==> src/rtl/iecdrv_rom_pkg.sv <==
// Shared types and helpers for the multi-drive ROM read scheduler.
// Contents: ROM size codes, FSM state enum, read-pipe payload struct and
// the address mask applied when a client read is issued.
package iecdrv_rom_pkg;

    localparam int unsigned MAX_CLIENTS = 8;
    localparam int unsigned IDX_W       = 3;

    localparam logic [1:0] ROMSZ_8K  = 2'b00;
    localparam logic [1:0] ROMSZ_16K = 2'b01;
    localparam logic [1:0] ROMSZ_32K = 2'b11;

    typedef enum logic [1:0] {
        ST_IDLE  = 2'd0,
        ST_ISSUE = 2'd1,
        ST_DRAIN = 2'd2
    } state_e;

    // One in-flight read: which client it belongs to and which image it came from.
    typedef struct packed {
        logic             valid;
        logic [IDX_W-1:0] idx;
        logic             sel;
    } pipe_entry_t;

    // Custom images mirror down to their real size; the std image is 16K.
    function automatic logic [14:0] rom_mask(input logic [14:0] addr,
                                             input logic [1:0]  sz,
                                             input logic        sel);
        logic [14:0] m;
        m = addr;
        if (sel) begin
            m[14] = addr[14] & sz[1];
            m[13] = addr[13] & sz[0];
        end else begin
            m[14] = 1'b0;
        end
        return m;
    endfunction

endpackage

==> src/rtl/iecdrv_rom_pipe.sv <==
// RDLAT-deep shift register that tracks outstanding ROM reads so each
// returned byte is steered to its client with the image select it was issued with.
// Ports: clk, reset (sync, high), flush (sync, drops all in-flight reads),
//        in_entry (read issued this cycle), out_entry (read returning this cycle).
module iecdrv_rom_pipe
    import iecdrv_rom_pkg::*;
#(
    parameter int unsigned RDLAT = 1
) (
    input  logic        clk,
    input  logic        reset,
    input  logic        flush,
    input  pipe_entry_t in_entry,
    output pipe_entry_t out_entry
);

    pipe_entry_t stage [RDLAT];

    // Shift one stage per cycle; flush clears every stage including the push slot.
    always_ff @(posedge clk) begin
        if (reset || flush) begin
            for (int i = 0; i < int'(RDLAT); i++) begin
                stage[i] <= '0;
            end
        end else begin
            stage[0] <= in_entry;
            for (int i = 1; i < int'(RDLAT); i++) begin
                stage[i] <= stage[i-1];
            end
        end
    end

    assign out_entry = stage[RDLAT-1];

endmodule

==> src/rtl/iecdrv_rom_share.sv <==
// Time-division ROM read scheduler for NCLIENT drive CPUs sharing one or two ROMs.
// Each ph2_f strobe starts a frame issuing one masked read per client in index
// order; each returned byte lands in that client's data register.
// Ports: clk, reset (sync, high), ph2_f (frame strobe), rom_sz (custom ROM size),
//        rom_sel (per-client image), cl_addr (packed addresses), cl_data/cl_valid
//        (packed returned bytes + update pulses), mem_addr/mem_sel (ROM request),
//        mem_q0/mem_q1 (std/custom ROM data), busy, overrun (sticky).
module iecdrv_rom_share
    import iecdrv_rom_pkg::*;
#(
    parameter int unsigned NCLIENT = 4,
    parameter int unsigned AW      = 15,
    parameter int unsigned DW      = 8,
    parameter int unsigned RDLAT   = 1,
    parameter int unsigned NROM    = 2
) (
    input  logic                  clk,
    input  logic                  reset,
    input  logic                  ph2_f,
    input  logic [1:0]            rom_sz,
    input  logic [NCLIENT-1:0]    rom_sel,
    input  logic [NCLIENT*AW-1:0] cl_addr,
    output logic [NCLIENT*DW-1:0] cl_data,
    output logic [NCLIENT-1:0]    cl_valid,
    output logic [AW-1:0]         mem_addr,
    output logic                  mem_sel,
    input  logic [DW-1:0]         mem_q0,
    input  logic [DW-1:0]         mem_q1,
    output logic                  busy,
    output logic                  overrun
);

    localparam int unsigned DCW = 2;

    state_e           state;
    logic [IDX_W-1:0] slot;
    logic [DCW-1:0]   drain_cnt;

    logic             final_drain_c;
    logic             restart_c;
    logic             issue_c;
    logic [AW-1:0]    slot_addr_c;
    logic             slot_sel_c;
    logic [14:0]      masked_c;
    pipe_entry_t      push_c;
    pipe_entry_t      ret_c;

    // Current-slot address/select mux and issue/restart decode.
    always_comb begin
        final_drain_c = (state == ST_DRAIN) && (drain_cnt == DCW'(RDLAT - 1));
        // ph2_f on the last drain cycle is a clean back-to-back frame, not an overrun.
        restart_c     = ph2_f && (state != ST_IDLE) && !final_drain_c;
        issue_c       = (state == ST_ISSUE) && !restart_c;

        slot_addr_c = '0;
        slot_sel_c  = 1'b0;
        for (int k = 0; k < int'(NCLIENT); k++) begin
            if (slot == IDX_W'(k)) begin
                slot_addr_c = cl_addr[k*AW +: AW];
                slot_sel_c  = rom_sel[k];
            end
        end
        if (NROM < 2) begin
            slot_sel_c = 1'b0;
        end
        masked_c = rom_mask(slot_addr_c[14:0], rom_sz, slot_sel_c);

        push_c       = '0;
        push_c.valid = issue_c;
        push_c.idx   = slot;
        push_c.sel   = slot_sel_c;
    end

    iecdrv_rom_pipe #(
        .RDLAT (RDLAT)
    ) u_pipe (
        .clk       (clk),
        .reset     (reset),
        .flush     (restart_c),
        .in_entry  (push_c),
        .out_entry (ret_c)
    );

    // Frame FSM, ROM request registers and per-client capture.
    always_ff @(posedge clk) begin
        if (reset) begin
            state     <= ST_IDLE;
            slot      <= '0;
            drain_cnt <= '0;
            mem_addr  <= '0;
            mem_sel   <= 1'b0;
            busy      <= 1'b0;
            overrun   <= 1'b0;
            cl_data   <= {(NCLIENT*DW){1'b1}};
            cl_valid  <= '0;
        end else begin
            cl_valid <= '0;

            // A returning read is dropped if an overrun restart happens on the same edge.
            if (ret_c.valid && !restart_c) begin
                for (int k = 0; k < int'(NCLIENT); k++) begin
                    if (ret_c.idx == IDX_W'(k)) begin
                        cl_data[k*DW +: DW] <= ret_c.sel ? mem_q1 : mem_q0;
                        cl_valid[k]         <= 1'b1;
                    end
                end
            end

            if (issue_c) begin
                mem_addr <= AW'(masked_c);
                mem_sel  <= slot_sel_c;
            end

            case (state)
                ST_IDLE: begin
                    if (ph2_f) begin
                        state <= ST_ISSUE;
                        slot  <= '0;
                        busy  <= 1'b1;
                    end
                end
                ST_ISSUE: begin
                    if (restart_c) begin
                        slot    <= '0;
                        overrun <= 1'b1;
                    end else if (slot == IDX_W'(NCLIENT - 1)) begin
                        state     <= ST_DRAIN;
                        drain_cnt <= '0;
                    end else begin
                        slot <= slot + IDX_W'(1);
                    end
                end
                ST_DRAIN: begin
                    if (restart_c) begin
                        state   <= ST_ISSUE;
                        slot    <= '0;
                        overrun <= 1'b1;
                    end else if (final_drain_c) begin
                        if (ph2_f) begin
                            state <= ST_ISSUE;
                            slot  <= '0;
                        end else begin
                            state <= ST_IDLE;
                            busy  <= 1'b0;
                        end
                    end else begin
                        drain_cnt <= drain_cnt + DCW'(1);
                    end
                end
                default: begin
                    state <= ST_IDLE;
                    busy  <= 1'b0;
                end
            endcase
        end
    end

endmodule

==> config.mk <==
export PLATFORM = sky130hd
export DESIGN_NAME = iecdrv_rom_share
export DESIGN_NICKNAME = d
export VERILOG_FILES = /design/src/rtl/iecdrv_rom_pkg.sv /design/src/rtl/iecdrv_rom_pipe.sv /design/src/rtl/iecdrv_rom_share.sv
export SDC_FILE = /design/constraint.sdc
export NUM_CORES = 1
export LEC_CHECK = 0
export BUFFER_PORTS_ARGS = -buffer_cell sky130_fd_sc_hd__buf_2
export CORE_MARGIN = 2
export CORE_UTILIZATION = 51
export CTS_CLUSTER_DIAMETER = 50
export CTS_CLUSTER_SIZE = 30
export DETAILED_ROUTE_END_ITERATION = 16
export PLACE_DENSITY = 0.85
export SLEW_MARGIN = 20
export SYNTH_ARGS = -nofsm -noshare
export SYNTH_HDL_FRONTEND = slang
export SYNTH_HIERARCHICAL = 1
export SYNTH_SLANG_ARGS = --single-unit
==> constraint.sdc <==
create_clock -name clk -period 3.3 [get_ports clk]
set_input_delay 0.165 -clock clk [delete_from_list [all_inputs] [get_ports clk]]
set_output_delay 0.165 -clock clk [all_outputs]
set_load 0.03 [all_outputs]
# == Word level (Yosys, flattened, before mapping) ==
# Memories as Yosys holds them, arrays and structs flattened.
# Index checks and enable logic that the tools add are counted.
# totals
in_bits,85
out_inout_bits,54
ramBits,5
word_cells,106
memories,1
register_bits,61
# mem_list
memory,depth,width,read_ports,rd_clocked_by_memory_dff,write_ports,line,source
u_pipe.stage,1,5,1,0,1,iecdrv_rom_pipe.sv:17,pipe_entry_t stage [RDLAT];
# classes
eq_ne,17
n_bitwise,4
reduce_logical,27
mux,43
add_sub_neg,2
# ops
operator,n
$mux W15,4
$mux W1,19
$mux W2,9
$mux W3,5
$eq A3 B2 Y1 const B,4
$ne A2 B2 Y1 const B,6
$reduce_and A2 Y1,5
$reduce_and A5 Y1,2
$pmux W3 S3,1
$mux W8,1
$eq A3 B1 Y1 const B,2
$logic_not A3 Y1,2
$ne A3 B3 Y1 const B,2
$pmux W2 S3,1
$logic_and A1 B1 Y1,5
$mux W5,1
$reduce_or A5 Y1,1
$logic_not A2 Y1,2
$pmux W2 S2,1
$reduce_and A4 Y1,1
$reduce_bool A2 Y1,2
$reduce_or A2 Y1,2
$add A3 B1 Y3 const B,1
$pmux W1 S3,1
10 further kinds,13

# == Logic depth before layout (Yosys ltp) ==
# Gate-level depths: netlist of run 1.
# depth
depth_word,8
ltp_mapped,9
depth_no_buf,7

# == Modules after synthesis ==
# The synthesis of run 1 kept the hierarchy.
# modules_own_cells
mod,seq_area_each_um2,n_inst,area_each_um2,cells_per_inst
iecdrv_rom_share,1221.2,1,3110.5,344
iecdrv_rom_pipe,100.1,1,137.6,10

# == Worst setup path before layout of run 1 ==
# OpenSTA, ideal clock, no wires.
# synth_timing
path_kind,register to register
start,register state[0]
end,register state[0]
period_less_slack_ns,1.878
setup_time_ns,0.121
arrival_ns,1.757
path_buffers,1
path_stages_with_launch,8
slack_ns,1.422
required_time_ns,3.179
path_cell_list,dfxtp_1 inv_1 ha_1 buf_6 nor2b_4 maj3_1 a21oi_1 mux2_2
# synth_between
elab_chain_cells,6
word_cells_on_any_way,15
cone_classes,6 x eq/ne; 2 x mux; 7 x reduce/logical
# synth_rtl
item,line,source
"start, declared",iecdrv_rom_share.sv:35,state_e state;
"start signal, assigned",iecdrv_rom_share.sv:87,state <= ST_IDLE;
"start signal, assigned",iecdrv_rom_share.sv:117,state <= ST_ISSUE;
"start signal, assigned",iecdrv_rom_share.sv:127,state <= ST_DRAIN;
$eq A2 B2 Y1,"iecdrv_rom_share.sv:50, iecdrv_rom_share.sv:114",
$logic_and A1 B1 Y1,iecdrv_rom_share.sv:50,final_drain_c = (state == ST_DRAIN) && (drain_cnt == DCW'(RDLAT - 1));
$logic_not A1 Y1,iecdrv_rom_share.sv:52,restart_c = ph2_f && (state != ST_IDLE) && !final_drain_c;
$logic_and A1 B1 Y1,iecdrv_rom_share.sv:52,
$ne A3 B3 Y1 (no line) (tied with other cells),n/a,
$reduce_and A4 Y1 (no line) or $pmux W2 S3 (tied branches),n/a,
# Several ways; a longest one is shown, not always the timed one.
# A chain may end at the register's enable or synchronous reset.

# == Worst setup path after layout of run 1 ==
# layout_timing
start,register slot[1]
end,register mem_addr[6]
# layout_between
elab_chain_cells,5
word_cells_on_any_way,8
cone_classes,3 x eq/ne; 4 x mux; 1 x reduce/logical
# layout_rtl
item,line,source
"start, declared",iecdrv_rom_share.sv:36,logic [IDX_W-1:0] slot;
"start signal, assigned",iecdrv_rom_share.sv:130,slot <= slot + IDX_W'(1);
$logic_not A3 Y1,iecdrv_rom_share.sv:58,if (slot == IDX_W'(k)) begin
$mux W15 (3 in series),iecdrv_rom_share.sv:58,
$mux W15 (*),iecdrv_rom_share.sv:58,
"end signal, assigned",iecdrv_rom_share.sv:110,mem_addr <= AW'(masked_c);
"end, declared",iecdrv_rom_share.sv:25,"output logic [AW-1:0] mem_addr,"
# Mark *: on every way between the ends. The rest lies on a longest branch, timed or not.

==> results of run 1 <==
critical path, cell delays in order, from the launching register on:
cell      delay [ns]
dfxtp_1         0.39
inv_1           0.08
ha_1            0.41
nor2b_2         0.63
a221oi_1        0.19
o311a_1         0.38
nor3_1          0.19
report_power, final:
part | switching (mW) | total, mW | leakage [nW] | internal, mW
Combinational | 0.607 | 0.949 | 1.17 | 0.342
Sequential | 0.0801 | 0.995 | 0.537 | 0.915
Clock | 0.316 | 0.608 | 0.0810 | 0.292
cell usage in the layout (no fill, tap or decap), drive strengths merged, types with 2 or more instances in the layout:
master,instances
mux2,3
clkbuf,10
a22o,2
mux2i,25
nor3,22
o21ai,3
nor2b,28
buf,140
nor2,43
nand3b,3
nor3b,5
a211oi,11
nand2b,6
nand2,18
dfxtp,66
and3b,2
ha,11
inv,16
a21oi,19
o311a,14
clkinvlp,3
or2,2
a221oi,15
final cells by class:
class	count	area, sq um	area share, %
timing repair buffer	140	706	17.3
multi-input combinational	245	1720	42.1
sequential	66	1320	32.4
tap	77	96.3	2.36
clock inverter	5	40.0	0.983
clock buffer	10	138	3.38
inverter	15	56.3	1.38
logic make-up (layout without fill, tap and decap cells):
group | Yosys count | count (layout) | synth area share (%)
mux | 28 | 28 | 8.74
simple gates | 133 | 133 | 21.4
flops | 66 | 66 | 40.7
compound gates | 72 | 72 | 18.1
buf+inv | 43 | 170 | 6.47
fa+ha+maj | 12 | 12 | 4.55
worst min path at each step:
stage,from,endpoint,depth (start not counted)
2_1_floorplan,reset,u_pipe/stage[0][0],1
3_3_place_gp,rom_sz[0],mem_addr[13],2
3_5_place_dp,rom_sz[0],mem_addr[13],2
5_1_grt,rom_sz[0],mem_addr[13],2
4_1_cts,rom_sz[0],mem_addr[13],2
6_report,rom_sz[0],mem_addr[13],2
metal layers:
| metal | vias to the layer above | routed length [um] |
|---|---|---|
| met4 | 0 | 273 |
| met5 | - | 0 |
| li1 | 1496 | - |
| met3 | 31 | 577 |
| met1 | 1424 | 3480 |
| met2 | 131 | 4080 |
Yosys cell counts, drive strengths merged:
cell and n:
a2111oi 1, a211o 1, a211oi 11, a21oi 19, a221o 1, a221oi 15
a22o 2, a22oi 1, and2 1, and2b 1, and3b 2, buf 16
clkbuf 12, dfxtp 66, ha 11, inv 15, maj3 1, mux2 3
mux2i 25, nand2 18, nand2b 6, nand3 1, nand3b 3, nor2 43
nor2b 28, nor3 22, nor3b 5, o2111ai 1, o211ai 1, o21ai 3
o311a 14, o311ai 1, o41ai 1, or2 2, or4b 1
flip-flops by register name (all words and copies together) (netlist names):
register / cells
slot: 3
drain_cnt: 2
mem_sel: 1
cl_data: 32
state: 2
u_pipe/stage: 5
busy: 1
cl_valid: 4
mem_addr: 15
overrun: 1
==> qor.txt, run 1 <==
Die X -> 83.8 um
Pwr Density -> 626 nW/um^2
First-pass DRT Iterations -> 5
Ys Warns -> 6
Sequential-to-total area share from yosys stat -> 40.7%
Worst-path clk slew -> 0.08 ns
Largest cells by area after synthesis -> dfxtp_1 (41%), mux2i_1 (7.7%), nor2_1 (5.0%), nor2b_1 (4.8%), o311a_1 (4.3%)
Tcrit/Tclk final -> 71.6%
First-pass GRT wire length -> 13700 um
Final max-slew violation count -> 0
Startpoint Class -> register
TritonCTS clock tree -> built
Diode count -> 0
M2 GR Usage -> 38.8%
Routed Antenna Nets -> 0
Core Rows -> 29
DRC -> 0
Worst setup EP type -> register
Hold crit path type -> in -> reg
Hpwl dp -> 6000 um
Clk_skew -> 0.0117 ns
Worst EP required -> 3.55 ns
R2r startpoint -> slot[1]
Routed wire per std cell -> 15.1 um
Mapped Area -> 3250 sq um
Placed cell count -> 543
RePlAce Congestion -> 0.876
Fin util -> 65.3%
I/O pin count -> 139
Final worst slack -> 0.936 ns
TNS Setup -> 0 ns
GRT busiest layer -> met2
Hold_buf cts -> 0
Drt total wl -> 8410 um
Grt total ovfl -> 0
Met1 Resource Use GR -> 29.0%
Worst R2R Setup Slack -> 0.94 ns
Clock Sinks -> 66
Clock Root Buffer -> clkbuf_8
GR Util All Layers -> 23.9%
Synth cell types -> 47
Share of cells above drive strength 1 -> 35.1%
Area grow syn2layout -> 25.4%
Syn_area_per_cell -> 9.18 sq um
Worst hold slack -> 0.0964 ns
Status -> complete, no violations
Unrepaired setup endpoints after global routing -> no
Achievable Freq -> 423 MHz
Cell taking the most area after synthesis -> dfxtp_1
Initial Util -> 52.0%
Max cap viols -> 0
Leak pwr -> 1.79 nW
Worst EP arrival -> 2.61 ns
Slew @ Worst Pin -> 1.01 ns
CTS Buf Count -> 9
Post-route minimum period -> 2.36 ns
Die Ht -> 83.8 um
Post-CTS setup repair buffer count -> 0
Total power draw -> 2.55 mW
Post_cts resized -> 0
Largest net degree at the start of global routing -> 53
Top-area cell type share of the netlist area -> 40.7%
Routed vias -> 3082
Die area -> 7020 sq um
Dpl cell area -> 3900 sq um
PortBufs -> 138
Vias per inst -> 5.52
Vias in the first global route -> 3009
Antenna violations before repair -> 0
CP endpoint -> mem_addr[6]
Worst Reg-to-Reg Cells -> 6
M3 GR Usage -> 6.03%
Final setup viols -> 0
Fin cells -> 558
Critical path class -> reg -> reg
H-tree depth -> 3
1st-iter DRT viols -> 248
Relative slew slack -> 32.6%
CORE AREA -> 6240 sq um
Cells after Synth -> 354
Peak VDD IR -> 361 uV
CTS Buffer Depth -> 2
Crit-path max FO -> 17
Synthesized net count -> 450
Yosys reg bits -> 66
Clock Latency Late Sink -> 0.34 ns
Design Area, Final -> 4070 sq um
RR Endpoint -> mem_addr[6]
Final Hold Viols -> 0
Filler cells -> 505
Worst slack at placement -> 0.963 ns
Crit path from -> slot[1]
Final nets -> 573
(Power assumes the default switching activity.)
==> run 2, diff against run 1 <==
CORE_UTILIZATION = 48   (was 51)
PLACE_DENSITY = 0.8   (was 0.85)
clock period = 2.4 ns   (was 3.3 ns; I/O delays follow)
==> qor.txt, run 2 (synthesis results as in run 1) <==
Most frequent cells in the layout -> buf_2 (138), dfxtp_1 (66), nor2_1 (43)
Area grow syn2layout -> 27.4%
Worst EP arrival -> 2.33 ns
Worst slack at placement -> 0.344 ns
Achievable Freq -> 471 MHz
Final setup viols -> 0
Startpoint Class -> register
Worst setup EP type -> register
Clk_skew -> 0.00685 ns
Drt total wl -> 8780 um
Core Rows -> 29
Final max-slew violation count -> 0
Crit path cell chain -> ha_1, ha_1, or2_1, a21oi_1, a22oi_1, inv_1, nor3b_1
Peak VDD IR -> 550 uV
Cell repeated most along the worst path -> ha_1
H-tree depth -> 3
Uppermost layer routed -> met4
CORE AREA -> 6460 sq um
Post_cts resized -> 0
Wl on met1 -> 3600 um
Final worst slack -> 0.277 ns
Max cap viols -> 0
Metal2 WL -> 4430 um
Status -> complete, no violations
Met3 wire length -> 599 um
GR Util All Layers -> 23.4%
Worst EP required -> 2.61 ns
Hold Path Depth -> 2
Slew @ Worst Pin -> 0.608 ns
Unrepaired setup endpoints after global routing -> no
I/O pin count -> 139
Share of cells above drive strength 1 -> 35.7%
Commonest non-fill, non-tap cell in the layout -> buf_2
Post-CTS setup repair buffer count -> 0
Hold_buf cts -> 0
Antenna violations before repair -> 0
First-pass GRT wire length -> 13800 um
Relative slew slack -> 59.2%
Hpwl dp -> 6440 um
Clock Latency Late Sink -> 0.34 ns
CTS Buf Count -> 9
Final Hold Viols -> 0
Post-route minimum period -> 2.12 ns
Final nets -> 579
Pwr Density -> 876 nW/um^2
Die Ht -> 86.3 um
Initial Util -> 50.3%
Biggest register -> cl_data
Leak pwr -> 1.84 nW
Routed vias -> 3135
Hold crit path type -> in -> reg
Critical path class -> reg -> reg
CTS Buffer Depth -> 2
DRC -> 0
Grt total ovfl -> 0
TNS Setup -> 0 ns
Die X -> 86.3 um
Max incr delay on CP -> 0.50 ns
Routed Antenna Nets -> 0
Max reg flops -> 32
Vias in the first global route -> 3002
Largest net degree at the start of global routing -> 32
Crit-path max FO -> 16
PortBufs -> 138
Diode count -> 0
Worst Reg-to-Reg Cells -> 7
Die area -> 7440 sq um
Clock Root Buffer -> clkbuf_8
TritonCTS clock tree -> built
First-pass DRT Iterations -> 5
Worst-path clk slew -> 0.07 ns
Top flop regs -> cl_data: 32 flops, mem_addr: 15 flops, u_pipe/stage: 5 flops
Routed wire per std cell -> 15.5 um
CP max-delay cell -> or2_1
Tcrit/Tclk final -> 88.4%
Vias per inst -> 5.55
Clock Sinks -> 66
1st-iter DRT viols -> 167
RePlAce Congestion -> 0.828
-- run 2: worst paths after layout --
check	from	end	slack (ns)
min reg2reg	drain_cnt[0]	drain_cnt[0]	0.47
max	slot[0]	u_pipe/stage[0][0]	0.28
min	rom_sz[0]	mem_addr[13]	0.04
max reg2reg	slot[0]	u_pipe/stage[0][0]	0.28
-- run 2: critical path, delay by kind of cell (launching register included) --
kind / cells / cell delay (ns)
buf+inv: 1 / 0.07
flops: 1 / 0.40
fa+ha+maj: 2 / 0.41
simple gates: 2 / 0.64
compound gates: 2 / 0.46
-- run 2: cell type report --
type                    count  area, sq um
clock buffers              12          145
well taps                  77         96.3
fillers                   549         2320
inverters                  15         56.3
clock inverters             4         51.3
multi-input cells         245         1720
flip-flops and latches     66         1320
repair buffers            146          751
-- run 2: through the flow --
stage / std cells / cell area, sq um / util (%) / hold WS [ns] / power (mW)
2_1_floorplan: 354 / 3250 / - / 0.196 / 2.37
3_3_place_gp: 549 / 3940 / 61.0 / 0.375 / 2.67
3_5_place_dp: 549 / 3940 / 61.0 / 0.383 / 2.71
4_1_cts: 565 / 4140 / 64.1 / 0.0276 / 3.64
5_1_grt: 565 / 4140 / 64.1 / 0.0416 / 3.83
6_report: 565 / 4140 / 64.1 / 0.0375 / 3.62
-- run 2: where the power goes --
group          switching [mW]  internal [mW]
clock                   0.419          0.509
combinational           0.848          0.488
sequential              0.102           1.26
total                    1.37           2.25
-- run 2: layer usage --
layer / vias up / global-route usage (%)
met4: 0 / 8.81
met2: 120 / 38.8
li1: 1515 / -
met1: 1482 / 28.1
met5: - / 0
met3: 18 / 8.19
==> run 3, diff against run 2 <==
CORE_UTILIZATION = 51   (was 48)
PLACE_DENSITY = 0.85   (was 0.8)
clock period = 2.45 ns   (was 2.4 ns; I/O delays follow)
==> qor.txt, run 3 (synthesis results as in run 1) <==
Filler cells -> 514
Top flop regs -> cl_data: 32 flops, mem_addr: 15 flops, u_pipe/stage: 5 flops
CTS Buf Count -> 9
Multi-input logic area -> 1720 sq um
Initial Util -> 52.0%
Clock Sinks -> 66
Core Rows -> 29
TNS Setup -> 0 ns
Die X -> 83.8 um
Final nets -> 581
Final max-slew violation count -> 0
Crit-path max FO -> 9
Clk_skew -> 0.00590 ns
DRC -> 0
Final setup viols -> 0
Relative slew slack -> 59.2%
CP max-delay cell -> and3b_1
Tcrit/Tclk final -> 84.5%
I/O pin count -> 139
Die area -> 7020 sq um
Max reg flops -> 32
Routed vias -> 3103
CORE AREA -> 6240 sq um
Worst EP required -> 2.70 ns
H-tree depth -> 3
Worst hold slack -> 0.0649 ns
Biggest register -> cl_data
Max cap viols -> 0
Worst-path clk slew -> 0.07 ns
Routed Antenna Nets -> 0
Startpoint Class -> register
Post_cts resized -> 0
Peak VDD IR -> 515 uV
Post-route minimum period -> 2.07 ns
Hold_buf cts -> 0
Largest net degree at the start of global routing -> 31
RePlAce Congestion -> 0.898
Die Ht -> 83.8 um
1st-iter DRT viols -> 144
Grt total ovfl -> 0
Delay-heaviest family, CP -> simple AND/OR/NAND/NOR gates
Share of cells above drive strength 1 -> 36.3%
Hold wc startpoint -> rom_sz[0]
Crit path from -> state[0]
Worst setup EP type -> register
Critical path class -> reg -> reg
CP bufs+invs -> 1
Post-CTS setup repair buffer count -> 0
Worst EP arrival -> 2.32 ns
CTS Buffer Depth -> 2
Final Hold Viols -> 0
Achievable Freq -> 483 MHz
GR Util All Layers -> 23.8%
Fin util -> 67.4%
Most frequent cells in the layout -> buf_2 (138), dfxtp_1 (66), nor2_1 (43)
Leak pwr -> 1.88 nW
First-pass GRT wire length -> 13700 um
Fin cells -> 567
Clock Latency Late Sink -> 0.33 ns
Register area -> 1320 sq um
Unrepaired setup endpoints after global routing -> no
Placed cell count -> 551
Max incr delay on CP -> 0.54 ns
TritonCTS clock tree -> built
First-pass DRT Iterations -> 4
Hpwl dp -> 6090 um
Vias in the first global route -> 2941
R2r startpoint -> state[0]
Crit path cell chain -> inv_1, ha_1, nand2_1, a21oi_1, and3b_1, mux2i_1
Drt total wl -> 8390 um
Commonest non-fill, non-tap cell in the layout -> buf_2
Antenna violations before repair -> 0
Area grow syn2layout -> 29.5%
Routed wire per std cell -> 14.8 um
Pwr Density -> 893 nW/um^2
Clock Root Buffer -> clkbuf_8
Diode count -> 0
Vias per inst -> 5.47
Slew @ Worst Pin -> 0.608 ns
PortBufs -> 138
Hold crit path type -> in -> reg
Status -> complete, no violations
==> run 3: changes by cell type in the layout (fill, tap and decap cells not counted), sizes merged <==
cell | before | now
buf | 146 | 148
bufinv | 1 | 3
clkbuf | 12 | 10
clkinvlp | 1 | 0
inv | 15 | 16
==> run 3: layout make-up <==
class | count | share of cell area (%)
repair buffers | 148 | 18.2
multi-input cells | 245 | 40.8
well taps | 77 | 2.29
clock inverters | 6 | 2.68
clock buffers | 10 | 3.27
inverters | 15 | 1.34
flip-flops and latches | 66 | 31.4
==> run 3: path summary, 6_finish.rpt <==
check,to,slack (ns),cells after the start
worst max-delay path,cl_data[12],0.38,6
worst min-delay path,mem_addr[13],0.06,2
worst max register to register,cl_data[12],0.38,6
worst min register to register,drain_cnt[0],0.47,2
==> run 3: layer usage <==
metal  routed length [um]  up-vias  part of all wire, %  global-route usage, %
li1                     -     1518                    -                      -
met1                 3570     1451                   43                   29.3
met2                 4060      115                   48                   38.7
met3                  553       19                  6.6                   6.03
met4                  205        0                  2.4                   11.6
met5                    0        -                    0                      0
==> run 3: worst reg2reg max path, cell delays in order (launching register included) <==
cell and delay (ns):
dfxtp_1 0.34, inv_1 0.12, ha_1 0.32, nand2_1 0.19
a21oi_1 0.24, and3b_1 0.54, mux2i_1 0.25
==> run 3: power by group <==
part / total [mW] / switching [mW] / internal, mW
Combinational: 1.30 / 0.824 / 0.479
Clock: 1.12 / 0.413 / 0.707
Sequential: 1.33 / 0.101 / 1.23
Total: 3.76 / 1.34 / 2.42
==> run 3: stage by stage <==
step	power, mW	area, sq um	setup WS, ns
after detailed placement	2.65	3960	0.381
after global routing	3.96	4210	0.160
after CTS	3.77	4210	0.385
final	3.76	4210	0.381
after floorplan	2.33	3250	0.572
after global placement	2.62	3960	0.522
